==> config.mk <==
export PLATFORM = sky130hd
export DESIGN_NAME = ghost_scheduler_flat
export DESIGN_NICKNAME = d
export VERILOG_FILES = /design/src/rtl/ghost_scheduler_if.sv /design/src/rtl/ghost_scheduler.sv /design/src/flat_wrapper.sv
export SDC_FILE = /design/constraint.sdc
export NUM_CORES = 1
export LEC_CHECK = 0
export BUFFER_PORTS_ARGS = -buffer_cell sky130_fd_sc_hd__buf_2
export CAP_MARGIN = 15
export CORE_UTILIZATION = 50
export DETAILED_ROUTE_END_ITERATION = 16
export GPL_ROUTABILITY_DRIVEN = 0
export PLACE_DENSITY = 0.76
export SLEW_MARGIN = 20
export SYNTH_ARGS = -nofsm -noshare
export SYNTH_HDL_FRONTEND = slang
export SYNTH_SLANG_ARGS = --single-unit
export TNS_END_PERCENT = 20
==> constraint.sdc <==
create_clock -name clk -period 1.68 [get_ports clk]
set_input_delay 0.168 -clock clk [delete_from_list [all_inputs] [get_ports clk]]
set_output_delay 0.168 -clock clk [all_outputs]
set_load 0.01 [all_outputs]
==> src/rtl/ghost_scheduler_if.sv <==
// ghost_scheduler_if: groups the game-flow inputs and the status/enable outputs
// of the ghost scheduler. The master modport drives the inputs (game FSM /
// frame timing side). The slave modport is the scheduler itself.
interface ghost_scheduler_if;
    logic        frame_tick;
    logic        start;
    logic [3:0]  got_hit;
    logic [3:0]  ghost_en;
    logic        ghost_rst;
    logic        hit_pulse;
    logic [1:0]  hit_id;
    logic [1:0]  lives;
    logic        invuln;
    logic [1:0]  state;
    logic        game_over;
    logic [15:0] score;

    modport master (
        output frame_tick, start, got_hit,
        input  ghost_en, ghost_rst, hit_pulse, hit_id, lives,
        input  invuln, state, game_over, score
    );

    modport slave (
        input  frame_tick, start, got_hit,
        output ghost_en, ghost_rst, hit_pulse, hit_id, lives,
        output invuln, state, game_over, score
    );
endinterface

==> src/rtl/ghost_scheduler.sv <==
// ghost_scheduler: game-flow controller for the four ghost chasers.
// It activates ghosts over time and arbitrates their hit flags. It also tracks
// lives, the post-hit invulnerability window and game-over.
// Optional feature macro: GHOST_SCHED_SCORE_EN. When it is defined, a saturating
// survival score counts frame ticks in PLAY/HIT. When it is undefined, score is
// tied to zero.
module ghost_scheduler #(
    parameter logic [9:0] SPAWN_TICKS  = 10'd300,
    parameter logic [9:0] INVULN_TICKS = 10'd120,
    parameter logic [1:0] START_LIVES  = 2'd3
) (
    input  logic              clk,
    input  logic              rst,
    ghost_scheduler_if.slave  bus
);

    typedef enum logic [1:0] {
        ST_IDLE = 2'b00,
        ST_PLAY = 2'b01,
        ST_HIT  = 2'b10,
        ST_OVER = 2'b11
    } state_t;

    state_t      state_q, state_d;
    logic [3:0]  ghost_en_q, ghost_en_d;
    logic        ghost_rst_q, ghost_rst_d;
    logic        hit_pulse_q, hit_pulse_d;
    logic [1:0]  hit_id_q, hit_id_d;
    logic [1:0]  lives_q, lives_d;
    logic        invuln_q;
    logic        game_over_q;
    logic [9:0]  spawn_cnt_q, spawn_cnt_d;
    logic [9:0]  inv_cnt_q, inv_cnt_d;

    logic [3:0]  hit_vec_s;
    logic        init_s;
    logic [9:0]  spawn_cnt_tick_s;
    logic [3:0]  ghost_en_tick_s;

    // Lowest set bit wins when several ghosts overlap in the same cycle.
    function automatic logic [1:0] lowest_index(input logic [3:0] v);
        logic [1:0] idx;
        if (v[0]) begin
            idx = 2'd0;
        end else if (v[1]) begin
            idx = 2'd1;
        end else if (v[2]) begin
            idx = 2'd2;
        end else begin
            idx = 2'd3;
        end
        return idx;
    endfunction

    assign hit_vec_s = bus.got_hit & ghost_en_q;
    assign init_s    = bus.start && ((state_q == ST_IDLE) || (state_q == ST_OVER));

    // Spawn counter advance for a counted frame tick (no hit accepted that cycle).
    always_comb begin
        spawn_cnt_tick_s = spawn_cnt_q;
        ghost_en_tick_s  = ghost_en_q;
        if (ghost_en_q == 4'b1111) begin
            spawn_cnt_tick_s = 10'd0;
        end else if (spawn_cnt_q == (SPAWN_TICKS - 10'd1)) begin
            ghost_en_tick_s  = {ghost_en_q[2:0], 1'b1};
            spawn_cnt_tick_s = 10'd0;
        end else begin
            spawn_cnt_tick_s = spawn_cnt_q + 10'd1;
        end
    end

    // Next-state and next-output logic of the game-flow FSM.
    always_comb begin
        state_d     = state_q;
        ghost_en_d  = ghost_en_q;
        ghost_rst_d = 1'b0;
        hit_pulse_d = 1'b0;
        hit_id_d    = hit_id_q;
        lives_d     = lives_q;
        spawn_cnt_d = spawn_cnt_q;
        inv_cnt_d   = inv_cnt_q;
        case (state_q)
            ST_IDLE, ST_OVER: begin
                if (init_s) begin
                    state_d     = ST_PLAY;
                    ghost_en_d  = 4'b0001;
                    lives_d     = START_LIVES;
                    spawn_cnt_d = 10'd0;
                    ghost_rst_d = 1'b1;
                end else begin
                    ghost_en_d = 4'b0000;
                    if (state_q == ST_OVER) begin
                        lives_d = 2'd0;
                    end else begin
                        lives_d = lives_q;
                    end
                end
            end
            ST_PLAY: begin
                if (|hit_vec_s) begin
                    hit_id_d    = lowest_index(hit_vec_s);
                    hit_pulse_d = 1'b1;
                    lives_d     = lives_q - 2'd1;
                    if (lives_q == 2'd1) begin
                        state_d    = ST_OVER;
                        ghost_en_d = 4'b0000;
                    end else begin
                        state_d     = ST_HIT;
                        inv_cnt_d   = INVULN_TICKS;
                        ghost_rst_d = 1'b1;
                    end
                end else if (bus.frame_tick) begin
                    spawn_cnt_d = spawn_cnt_tick_s;
                    ghost_en_d  = ghost_en_tick_s;
                end else begin
                    spawn_cnt_d = spawn_cnt_q;
                end
            end
            ST_HIT: begin
                if (bus.frame_tick) begin
                    spawn_cnt_d = spawn_cnt_tick_s;
                    ghost_en_d  = ghost_en_tick_s;
                    inv_cnt_d   = inv_cnt_q - 10'd1;
                    if (inv_cnt_q == 10'd1) begin
                        state_d = ST_PLAY;
                    end else begin
                        state_d = ST_HIT;
                    end
                end else begin
                    inv_cnt_d = inv_cnt_q;
                end
            end
            default: begin
                state_d    = ST_IDLE;
                ghost_en_d = 4'b0000;
            end
        endcase
    end

    // FSM state and registered outputs; invuln/game_over follow the next state.
    always_ff @(posedge clk) begin
        if (rst) begin
            state_q     <= ST_IDLE;
            ghost_en_q  <= 4'b0000;
            ghost_rst_q <= 1'b0;
            hit_pulse_q <= 1'b0;
            hit_id_q    <= 2'd0;
            lives_q     <= START_LIVES;
            invuln_q    <= 1'b0;
            game_over_q <= 1'b0;
            spawn_cnt_q <= 10'd0;
            inv_cnt_q   <= 10'd0;
        end else begin
            state_q     <= state_d;
            ghost_en_q  <= ghost_en_d;
            ghost_rst_q <= ghost_rst_d;
            hit_pulse_q <= hit_pulse_d;
            hit_id_q    <= hit_id_d;
            lives_q     <= lives_d;
            invuln_q    <= (state_d == ST_HIT);
            game_over_q <= (state_d == ST_OVER);
            spawn_cnt_q <= spawn_cnt_d;
            inv_cnt_q   <= inv_cnt_d;
        end
    end

`ifdef GHOST_SCHED_SCORE_EN
    logic [15:0] score_q, score_d;

    // Survival score: counts frame ticks in PLAY/HIT, saturates, clears on start.
    always_comb begin
        score_d = score_q;
        if (init_s) begin
            score_d = 16'd0;
        end else if (bus.frame_tick && ((state_q == ST_PLAY) || (state_q == ST_HIT))
                     && (score_q != 16'hFFFF)) begin
            score_d = score_q + 16'd1;
        end else begin
            score_d = score_q;
        end
    end

    // Score register.
    always_ff @(posedge clk) begin
        if (rst) begin
            score_q <= 16'd0;
        end else begin
            score_q <= score_d;
        end
    end

    assign bus.score = score_q;
`else
    assign bus.score = 16'd0;
`endif

    assign bus.ghost_en  = ghost_en_q;
    assign bus.ghost_rst = ghost_rst_q;
    assign bus.hit_pulse = hit_pulse_q;
    assign bus.hit_id    = hit_id_q;
    assign bus.lives     = lives_q;
    assign bus.invuln    = invuln_q;
    assign bus.state     = state_q;
    assign bus.game_over = game_over_q;

endmodule

==> src/flat_wrapper.sv <==
// flat-port wrapper written by rule: the top's interface ports become plain ports
module ghost_scheduler_flat 
#(
    parameter logic [9:0] SPAWN_TICKS  = 10'd300,
    parameter logic [9:0] INVULN_TICKS = 10'd120,
    parameter logic [1:0] START_LIVES  = 2'd3
)
  (clk, rst, bus_frame_tick, bus_start, bus_got_hit, bus_ghost_en, bus_ghost_rst, bus_hit_pulse, bus_hit_id, bus_lives, bus_invuln, bus_state, bus_game_over, bus_score);
  ghost_scheduler_if bus_i ();
  input  logic clk;
  input  logic rst;
  input wire logic [$bits(bus_i.frame_tick)-1:0] bus_frame_tick;
  input wire logic [$bits(bus_i.start)-1:0] bus_start;
  input wire logic [$bits(bus_i.got_hit)-1:0] bus_got_hit;
  output wire logic [$bits(bus_i.ghost_en)-1:0] bus_ghost_en;
  output wire logic [$bits(bus_i.ghost_rst)-1:0] bus_ghost_rst;
  output wire logic [$bits(bus_i.hit_pulse)-1:0] bus_hit_pulse;
  output wire logic [$bits(bus_i.hit_id)-1:0] bus_hit_id;
  output wire logic [$bits(bus_i.lives)-1:0] bus_lives;
  output wire logic [$bits(bus_i.invuln)-1:0] bus_invuln;
  output wire logic [$bits(bus_i.state)-1:0] bus_state;
  output wire logic [$bits(bus_i.game_over)-1:0] bus_game_over;
  output wire logic [$bits(bus_i.score)-1:0] bus_score;
  assign bus_i.frame_tick = bus_frame_tick;
  assign bus_i.start = bus_start;
  assign bus_i.got_hit = bus_got_hit;
  assign bus_ghost_en = bus_i.ghost_en;
  assign bus_ghost_rst = bus_i.ghost_rst;
  assign bus_hit_pulse = bus_i.hit_pulse;
  assign bus_hit_id = bus_i.hit_id;
  assign bus_lives = bus_i.lives;
  assign bus_invuln = bus_i.invuln;
  assign bus_state = bus_i.state;
  assign bus_game_over = bus_i.game_over;
  assign bus_score = bus_i.score;
  ghost_scheduler #(.SPAWN_TICKS(SPAWN_TICKS), .INVULN_TICKS(INVULN_TICKS), .START_LIVES(START_LIVES)) u_core (.clk(clk), .rst(rst), .bus(bus_i));
endmodule
==> reports/summary.log, run 1 <==
qor: run_status.run_status finished, final reports clean
qor: pwr.ir_worst_vdd 0.0007439 V
qor: drt.wl_per_cell 14.23 µm
qor: timing.final.min_clock_period 1.662 ns
qor: drt.ant_nets 0
qor: placement.number_of_port_buffers 21
qor: pwr.leak_pwr 1.066 nW
qor: global_route.maximum_number_of_pins_on_one_net_before_global_route_repair 17
qor: placement.post-dp-hpwl 3287 µm
qor: cts.clk-insertion-delay-late 0.29 ns
qor: worst_setup_path.critical_path.max_fanout 7
qor: floorplan.top_level_ports 38
qor: global_route.globalRouteOverflowTotal 0
qor: global_route.grtUsageTotal 22.48%
qor: final_layout.stdcell_area 0.002600 mm²
qor: timing.timing.final.max_slew_violations 0
qor: final_layout.synthToLayoutAreaGrowth 28.75%
qor: min_path.hp_class primary input to flop
qor: floorplan.die_x 65.55 µm
qor: placement.placed_area 0.002365 mm²
qor: synth.postSynth.asyncResetShare 0%
qor: floorplan.dieArea 0.004297 mm²
qor: synth.netlist-cell-type-count 54
qor: worst_setup_path.worst_path_max_delay_cell dfxtp_2
qor: placement.detailedPlace.worstSlack -0.04353 ns
qor: cts.clock_path_buffers 2
qor: global_route.number_of_global_route_vias_before_repair 1605
qor: cts.cts_htree_levels 2
qor: global_route.global_route.peak_usage_layer met2
qor: cts.cts_inserted_buffers 5
qor: global_route.met3_usage 5.208%
qor: synth.ys_dominant_reg_cell dfxtp_1
qor: global_route.grt.met2_usage 34.54%
qor: timing.grt_setup_unrepaired yes
qor: worst_setup_path.path_class flop to flop
qor: cts.clk_transition_reported_paths 0.07 ns
qor: synth.synth.yosys.warnings 0
qor: drt.initial_drc_count 89
qor: worst_setup_path.timing.critical_path.buf_inv 0
qor: worst_setup_path.crit_path_end_kind flop
qor: drt.wirelength 4754 µm
qor: cts.clk_root_buffer_cell clkbuf_8
qor: synth.synth_seq_cells 34
qor: global_route.grt_pass1_wl 7389 µm
qor: cts.clock_sink_count 34
qor: timing.final.hold.worst_slack 0.2297 ns
qor: timing.final_worst_clock_skew 0.003395 ns
qor: timing.final_setup_vio_count 0
qor: floorplan.core_area 0.003771 mm²
qor: global_route.grtUsageMet1 31.79%
qor: floorplan.die_height 65.55 µm
qor: final_layout.final_nets 300
qor: timing.timing.final.hold_violations 0
qor: pwr.power_density 1458 mW/mm²
qor: timing.final_critical_path_setup_slack 0.01778 ns
qor: worst_setup_path.data_arrival_time_of_the_critical_path 1.85 ns
qor: drt.drc 0
qor: cts.cts_tree yes
qor: worst_setup_path.worstPathRequired 1.87 ns
qor: worst_setup_path.path_delay_family compound AO/OA/AOI/OAI gates
qor: timing.period_utilization_post_route 98.94%
qor: synth.netlist_instances 228
qor: synth.synth.cell_area 0.002019 mm²
qor: timing.max_freq 601.6 MHz
qor: drt.vias_per_cell 5.410
qor: final_layout.antenna_cells_inserted 0
qor: drt.route.vias.total 1807
qor: worst_setup_path.setup.worst_path.start_class flop
qor: synth.synth_enable_flop_cells 0
qor: global_route.grt_antenna_before_repair 0
qor: flow_run.timing.max_cap.violations 0
qor: worst_setup_path.path_cells a22o_4 > o21ai_4 > a221oi_2 > a211o_1 > and2_1
qor: synth.ys_seq_area_share 33.71%
qor: worst_setup_path.worst_path_largest_cell_delay 0.35 ns
qor: synth.synth_area_per_cell 8.857 µm²
qor: floorplan.starting_density 53.55%
qor: floorplan.rows 22
qor: final_layout.drive_gt1_share 37.41%
qor: drt.detailedRoute.firstPassIterationCount 5
==> cells in the final DEF (no fill, tap or decap), drive strengths merged, types with 10 or more instances in the layout <==
cell type,n
inv,13
dfxtp,34
buf,56
nand2,14
xnor2,10
nor2,23
a21oi,15
conb,16
nor3,13
==> tightest hold or removal path, stage by stage <==
cell and delay, ns:
buf_2 0.12, a32oi_1 0.06, nand2_1 0.06, a21oi_1 0.05
==> path summary, 6_finish.rpt <==
check / slack (ns) / from / cells past startpoint / to
worst min-delay path: 0.23 / bus_got_hit[0] / 4 / u_core.bus.hit_id[0]$_SDFFE_PP0P_
worst min register to register: 0.46 / u_core.bus.hit_id[0]$_SDFFE_PP0P_ / 2 / u_core.bus.hit_id[0]$_SDFFE_PP0P_
worst max-delay path: 0.02 / u_core.bus.ghost_en[0]$_SDFFE_PP0P_ / 5 / u_core.bus.invuln$_SDFF_PP0_
worst max register to register: 0.02 / u_core.bus.ghost_en[0]$_SDFFE_PP0P_ / 5 / u_core.bus.invuln$_SDFF_PP0_
==> report_power, final <==
group	total (mW)	internal, mW	switching, mW
Sequential	1.16	0.993	0.166
Combinational	2.00	0.974	1.02
Clock	0.635	0.331	0.304
Total	3.79	2.30	1.49
==> stage by stage <==
stage	cells	util [%]	TNS (ns)	total power, mW
detailed placement	322	62.71	-0.2878	2.915
global route	334	68.94	-0.1823	4.035
finish	334	68.94	0	3.791
floorplan	243	-	-0.03865	2.423
CTS	332	65.93	0	3.583
global placement	322	62.71	-0.008818	2.887
==> cells in the mapped netlist (5+ instances only) <==
cell / instances / area, µm²
a21oi_1: 13 / 65.06
a211oi_1: 5 / 37.54
a31oi_1: 5 / 31.28
nand4_1: 5 / 31.28
mux2i_1: 5 / 50.05
dfxtp_1: 34 / 680.7
ha_1: 7 / 87.58
nand3_1: 6 / 30.03
inv_1: 13 / 48.80
nor3_1: 11 / 55.05
buf_4: 16 / 120.1
nor2_1: 22 / 82.58
xor2_1: 5 / 43.79
o21ai_0: 5 / 25.02
xnor2_1: 10 / 87.58
nand2_1: 14 / 52.55
==> state kept, by name (all words and copies together) (netlist names) <==
| name | cells |
|---|---|
| u_core.bus.lives | 2 |
| u_core.bus.state | 2 |
| u_core.bus.game_over | 1 |
| u_core.spawn_cnt_q | 10 |
| u_core.bus.hit_id | 2 |
| u_core.bus.hit_pulse | 1 |
| u_core.bus.ghost_en | 4 |
| u_core.bus.ghost_rst | 1 |
| u_core.inv_cnt_q | 10 |
| u_core.bus.invuln | 1 |
==> final cells by class <==
class                   instances  area (µm²)
flip-flops and latches         34       691.9
inverters                      13       51.30
clock inverters                 1       5.005
fillers                       281        1171
repair buffers                 56       384.1
clock buffers                   7       86.33
well taps                      48       60.06
multi-input cells             175        1321
==> layer usage <==
layer	part of all wire [%]	vias to the layer above	wire length, µm
met2	44	50	2089
met3	4.4	6	211
li1	-	900	-
met5	0	-	0
met1	50	851	2396
met4	1.2	0	57
==> kinds of logic (layout without fill, tap and decap cells) <==
family          Yosys count  after routing  synth area share [%]
simple gates             81             81                 22.55
compound gates           50             50                 19.39
flops                    34             34                 33.70
buf+inv                  34             77                 9.727
xor+xnor                 15             15                 6.505
fa+ha+maj                 7              7                 4.337
mux                       6              6                 3.594
other cells               1             16                0.1857
==> what timing repair did <==
action / 4_1_cts / 5_1_grt
hold endpoints to repair: 0 / 0
resized for setup: 4 / 24
hold buffers: 0 / 0
setup buffers: 2 / 2
endpoints found under the setup margin: 15 / 27
pin swaps: 1 / 3
Note: power is estimated with default switching activity, not from simulation.
==> run 2: changes to the inputs <==
--- a/config.mk
+++ b/config.mk
@@ -5,12 +5,13 @@
 export SDC_FILE = /design/constraint.sdc
 export NUM_CORES = 1
 export LEC_CHECK = 0
+export ABC_AREA = 1
 export BUFFER_PORTS_ARGS = -buffer_cell sky130_fd_sc_hd__buf_2
 export CAP_MARGIN = 15
-export CORE_UTILIZATION = 50
+export CORE_UTILIZATION = 35
 export DETAILED_ROUTE_END_ITERATION = 16
 export GPL_ROUTABILITY_DRIVEN = 0
-export PLACE_DENSITY = 0.76
+export PLACE_DENSITY = 0.56
 export SLEW_MARGIN = 20
 export SYNTH_ARGS = -nofsm -noshare
 export SYNTH_HDL_FRONTEND = slang
==> reports/summary.log, run 2 <==
qor: global_route.grt_pass1_wl 8652 µm [+17%]
qor: synth.synth_seq_cells 34 [unchanged]
qor: drt.route.vias.total 2135 [+18%]
qor: drt.initial_drc_count 102 [+15%]
qor: worst_setup_path.path_cells inv_1 > ha_1 > inv_2 > nand2_1 > o21ai_2 > nand3_4 > buf_12 > nor2_1 > nand2_1 > nand2_1 > nor2_1
qor: flow_run.timing.max_cap.violations 0 [unchanged]
qor: final_layout.layout.cells.most_common nand2_1
qor: drt.drc 0 [unchanged]
qor: worst_setup_path.setup.worst_path.start_class flop
qor: cts.postCtsHoldBufs 0 [unchanged]
qor: placement.post-dp-hpwl 3878 µm [+18%]
qor: timing.grt_setup_unrepaired no
qor: synth.most_used_standard_cell_by_instance_count_after_synthesis nand2_1
qor: worst_setup_path.critical_path.max_fanout 6 [-1]
qor: global_route.maximum_number_of_pins_on_one_net_before_global_route_repair 15 [-2]
qor: synth.synth.top_cells.by_count nand2_1 (87), nor2_1 (46), inv_1 (41), nand3_1 (35), dfxtp_1 (34)
qor: global_route.globalRouteOverflowTotal 0 [unchanged]
qor: timing.final_setup_vio_count 0 [unchanged]
qor: timing.pin_slew_with_the_least_headroom_to_its_limit 0.5651 ns
qor: floorplan.starting_density 37.10% [-16 points]
qor: worst_setup_path.crit_path_end_kind flop
qor: worst_setup_path.worst_path_largest_cell_delay 0.36 ns [about the same]
qor: cts.clk_root_buffer_cell clkbuf_8
qor: placement.place.detailed.instances 448 [+39%]
qor: final_layout.antenna_cells_inserted 0 [unchanged]
qor: pwr.ir_worst_vdd 0.0009189 V [+24%]
qor: floorplan.dieArea 0.006749 mm² [+57%]
qor: cts.cts_tree yes
qor: pwr.power_density 1749 mW/mm² [+20%]
qor: synth.postSynth.asyncResetShare 0% [unchanged]
qor: final_layout.most-common-layout-cells nand2_1 (87), nor2_1 (45), inv_1 (40), nand3_1 (35), dfxtp_1 (34)
qor: global_route.grtUsageTotal 16.62% [-5.9 points]
qor: final_layout.final_nets 398 [+33%]
qor: cts.cts_inserted_buffers 5 [unchanged]
qor: synth.synth.cell_area 0.002248 mm² [+11%]
qor: final_layout.finish.cell_count_without_fillers 459 [+37%]
qor: cts.clk_transition_reported_paths 0.07 ns [about the same]
qor: floorplan.die_x 82.15 µm [+25%]
qor: timing.slew-limit-headroom 62.29%
qor: drt.vias_per_cell 4.651 [-14%]
qor: cts.cts_htree_levels 2 [unchanged]
qor: final_layout.drive_gt1_share 21.09% [-16 points]
qor: floorplan.core_area 0.006061 mm² [+61%]
qor: final_layout.synthToLayoutAreaGrowth 16.64%
qor: drt.wl_per_cell 11.16 µm [-22%]
qor: drt.ant_nets 0 [unchanged]
qor: timing.timing.final.hold_violations 0 [unchanged]
qor: worst_setup_path.path_common_cell nand2_1
qor: timing.timing.final.max_slew_violations 0 [unchanged]
qor: global_route.grt_antenna_before_repair 0 [unchanged]
qor: worst_setup_path.path_class flop to flop
qor: worst_setup_path.data_arrival_time_of_the_critical_path 1.75 ns [-0.10 ns]
qor: pwr.power.total 4.586 mW [+21%]
qor: timing.period_utilization_post_route 93.46% [-5.5 points]
qor: synth.netlist-cell-type-count 35 [-35%]
qor: timing.final_worst_clock_skew 0.01271 ns [+0.009311 ns]
qor: synth.synth.largest_area_cell dfxtp_1
qor: floorplan.rows 28 [+27%]
qor: final_layout.final_core_util 43.27% [-26 points]
qor: pwr.leak_pwr 1.254 nW [+18%]
qor: timing.max_freq 636.9 MHz [+5.9%]
qor: floorplan.die_height 82.15 µm [+25%]
qor: min_path.hp_class primary input to flop
qor: worst_setup_path.worst_path_max_delay_cell dfxtp_1
qor: synth.synth.yosys.warnings 0 [unchanged]
qor: synth.synth_area_per_cell 6.555 µm² [-26%]
qor: synth.synth_enable_flop_cells 0 [unchanged]
qor: drt.wirelength 5121 µm [+7.7%]
qor: worst_setup_path.worstPathRequired 1.86 ns [about the same]
qor: floorplan.top_level_ports 38 [unchanged]
qor: synth.ys_seq_area_share 30.27% [-3.4 points]
qor: timing.final.min_clock_period 1.570 ns [-0.09217 ns]
qor: timing.setup_total_negative_slack 0 ns [unchanged]
qor: synth.synthTopCellsByArea dfxtp_1 (30%), nand2_1 (15%), nand3_1 (7.8%)
qor: cts.clock_sink_count 34 [unchanged]
qor: synth.ys_dominant_reg_cell dfxtp_1
qor: global_route.number_of_global_route_vias_before_repair 1889 [+18%]
qor: cts.clock_path_buffers 2 [unchanged]
qor: placement.number_of_port_buffers 21 [unchanged]
qor: run_status.run_status finished, final reports clean
qor: synth.fraction_of_synthesized_cell_area_taken_by_the_top_area_cell_type 30.27% [-3.4 points]
qor: cts.clk-insertion-delay-late 0.29 ns [about the same]
qor: drt.detailedRoute.firstPassIterationCount 4 [-1]
qor: synth.netlist_instances 343 [+50%]
==> run 2: worst paths after layout <==
kind	from	end	slack (ns)	depth (start not counted)
hold reg to reg	u_core.bus.hit_id[0]$_SDFFE_PP0P_	u_core.bus.hit_id[0]$_SDFFE_PP0P_	0.47	2
setup reg to reg	u_core.bus.state[0]$_SDFF_PP0_	u_core.inv_cnt_q[9]$_SDFFE_PP0P_	0.11	11
setup / recovery	u_core.bus.state[0]$_SDFF_PP0_	u_core.inv_cnt_q[9]$_SDFFE_PP0P_	0.11	11
hold / removal	bus_got_hit[0]	u_core.bus.hit_id[0]$_SDFFE_PP0P_	0.21	4
==> run 2: through the flow <==
step	hold WS, ns	instance area (µm²)	worst slack [ns]
finish	0.2105	2623	0.1099
global route	0.2146	2623	0.007449
CTS	0.2052	2555	0.008163
detailed placement	0.4603	2464	0.005573
global placement	0.4556	2464	0.06102
floorplan	0.2371	2307	0.03811
==> run 2: critical path: cells and delay by family (launching register included) <==
family,cells,cell delay (ns)
AOI/OAI and AO/OA,1,0.08
adders and majority gates,1,0.23
buffers and inverters,3,0.34
DFF,1,0.36
and+or+nand+nor,6,0.45
==> run 2: layer usage <==
metal,wire [µm],GRT usage (%)
met3,216,3.297
met5,0,0
met4,46,5.263
met1,2505,21.29
met2,2353,27.85
==> run 2: area by class of cell <==
cell class | count | area [µm²]
well taps | 75 | 93.84
clock inverters | 1 | 5.005
multi-input cells | 258 | 1329
clock buffers | 7 | 86.33
inverters | 44 | 170.2
flip-flops and latches | 34 | 680.7
repair buffers | 40 | 257.7
fillers | 649 | 3438
==> run 2: kinds of logic (layout without fill, tap and decap cells) <==
logic type                 after synthesis  after routing  share of synthesized area (%)
AOI/OAI and AO/OA                       32             32                          8.348
DFF                                     34             34                          30.27
and+or+nand+nor                        202            202                          42.24
other                                    1             16                         0.1668
xor gates and xnor gates                 1              1                         0.3896
buffers and inverters                   66             92                          14.69
adders and majority gates                7              7                          3.895
==> run 2: timing repair <==
item,in CTS,in global routing
endpoints found under the setup margin,0,22
setup buffers,0,3
gates resized for setup,0,9
==> run 2: power by group <==
| part | total, mW | leakage (nW) | switching, mW | internal (mW) |
|---|---|---|---|---|
| logic | 2.81 | 0.929 | 1.64 | 1.17 |
| clock network | 0.635 | 0.0482 | 0.304 | 0.331 |
| registers | 1.14 | 0.277 | 0.150 | 0.994 |
| total | 4.59 | 1.25 | 2.09 | 2.49 |
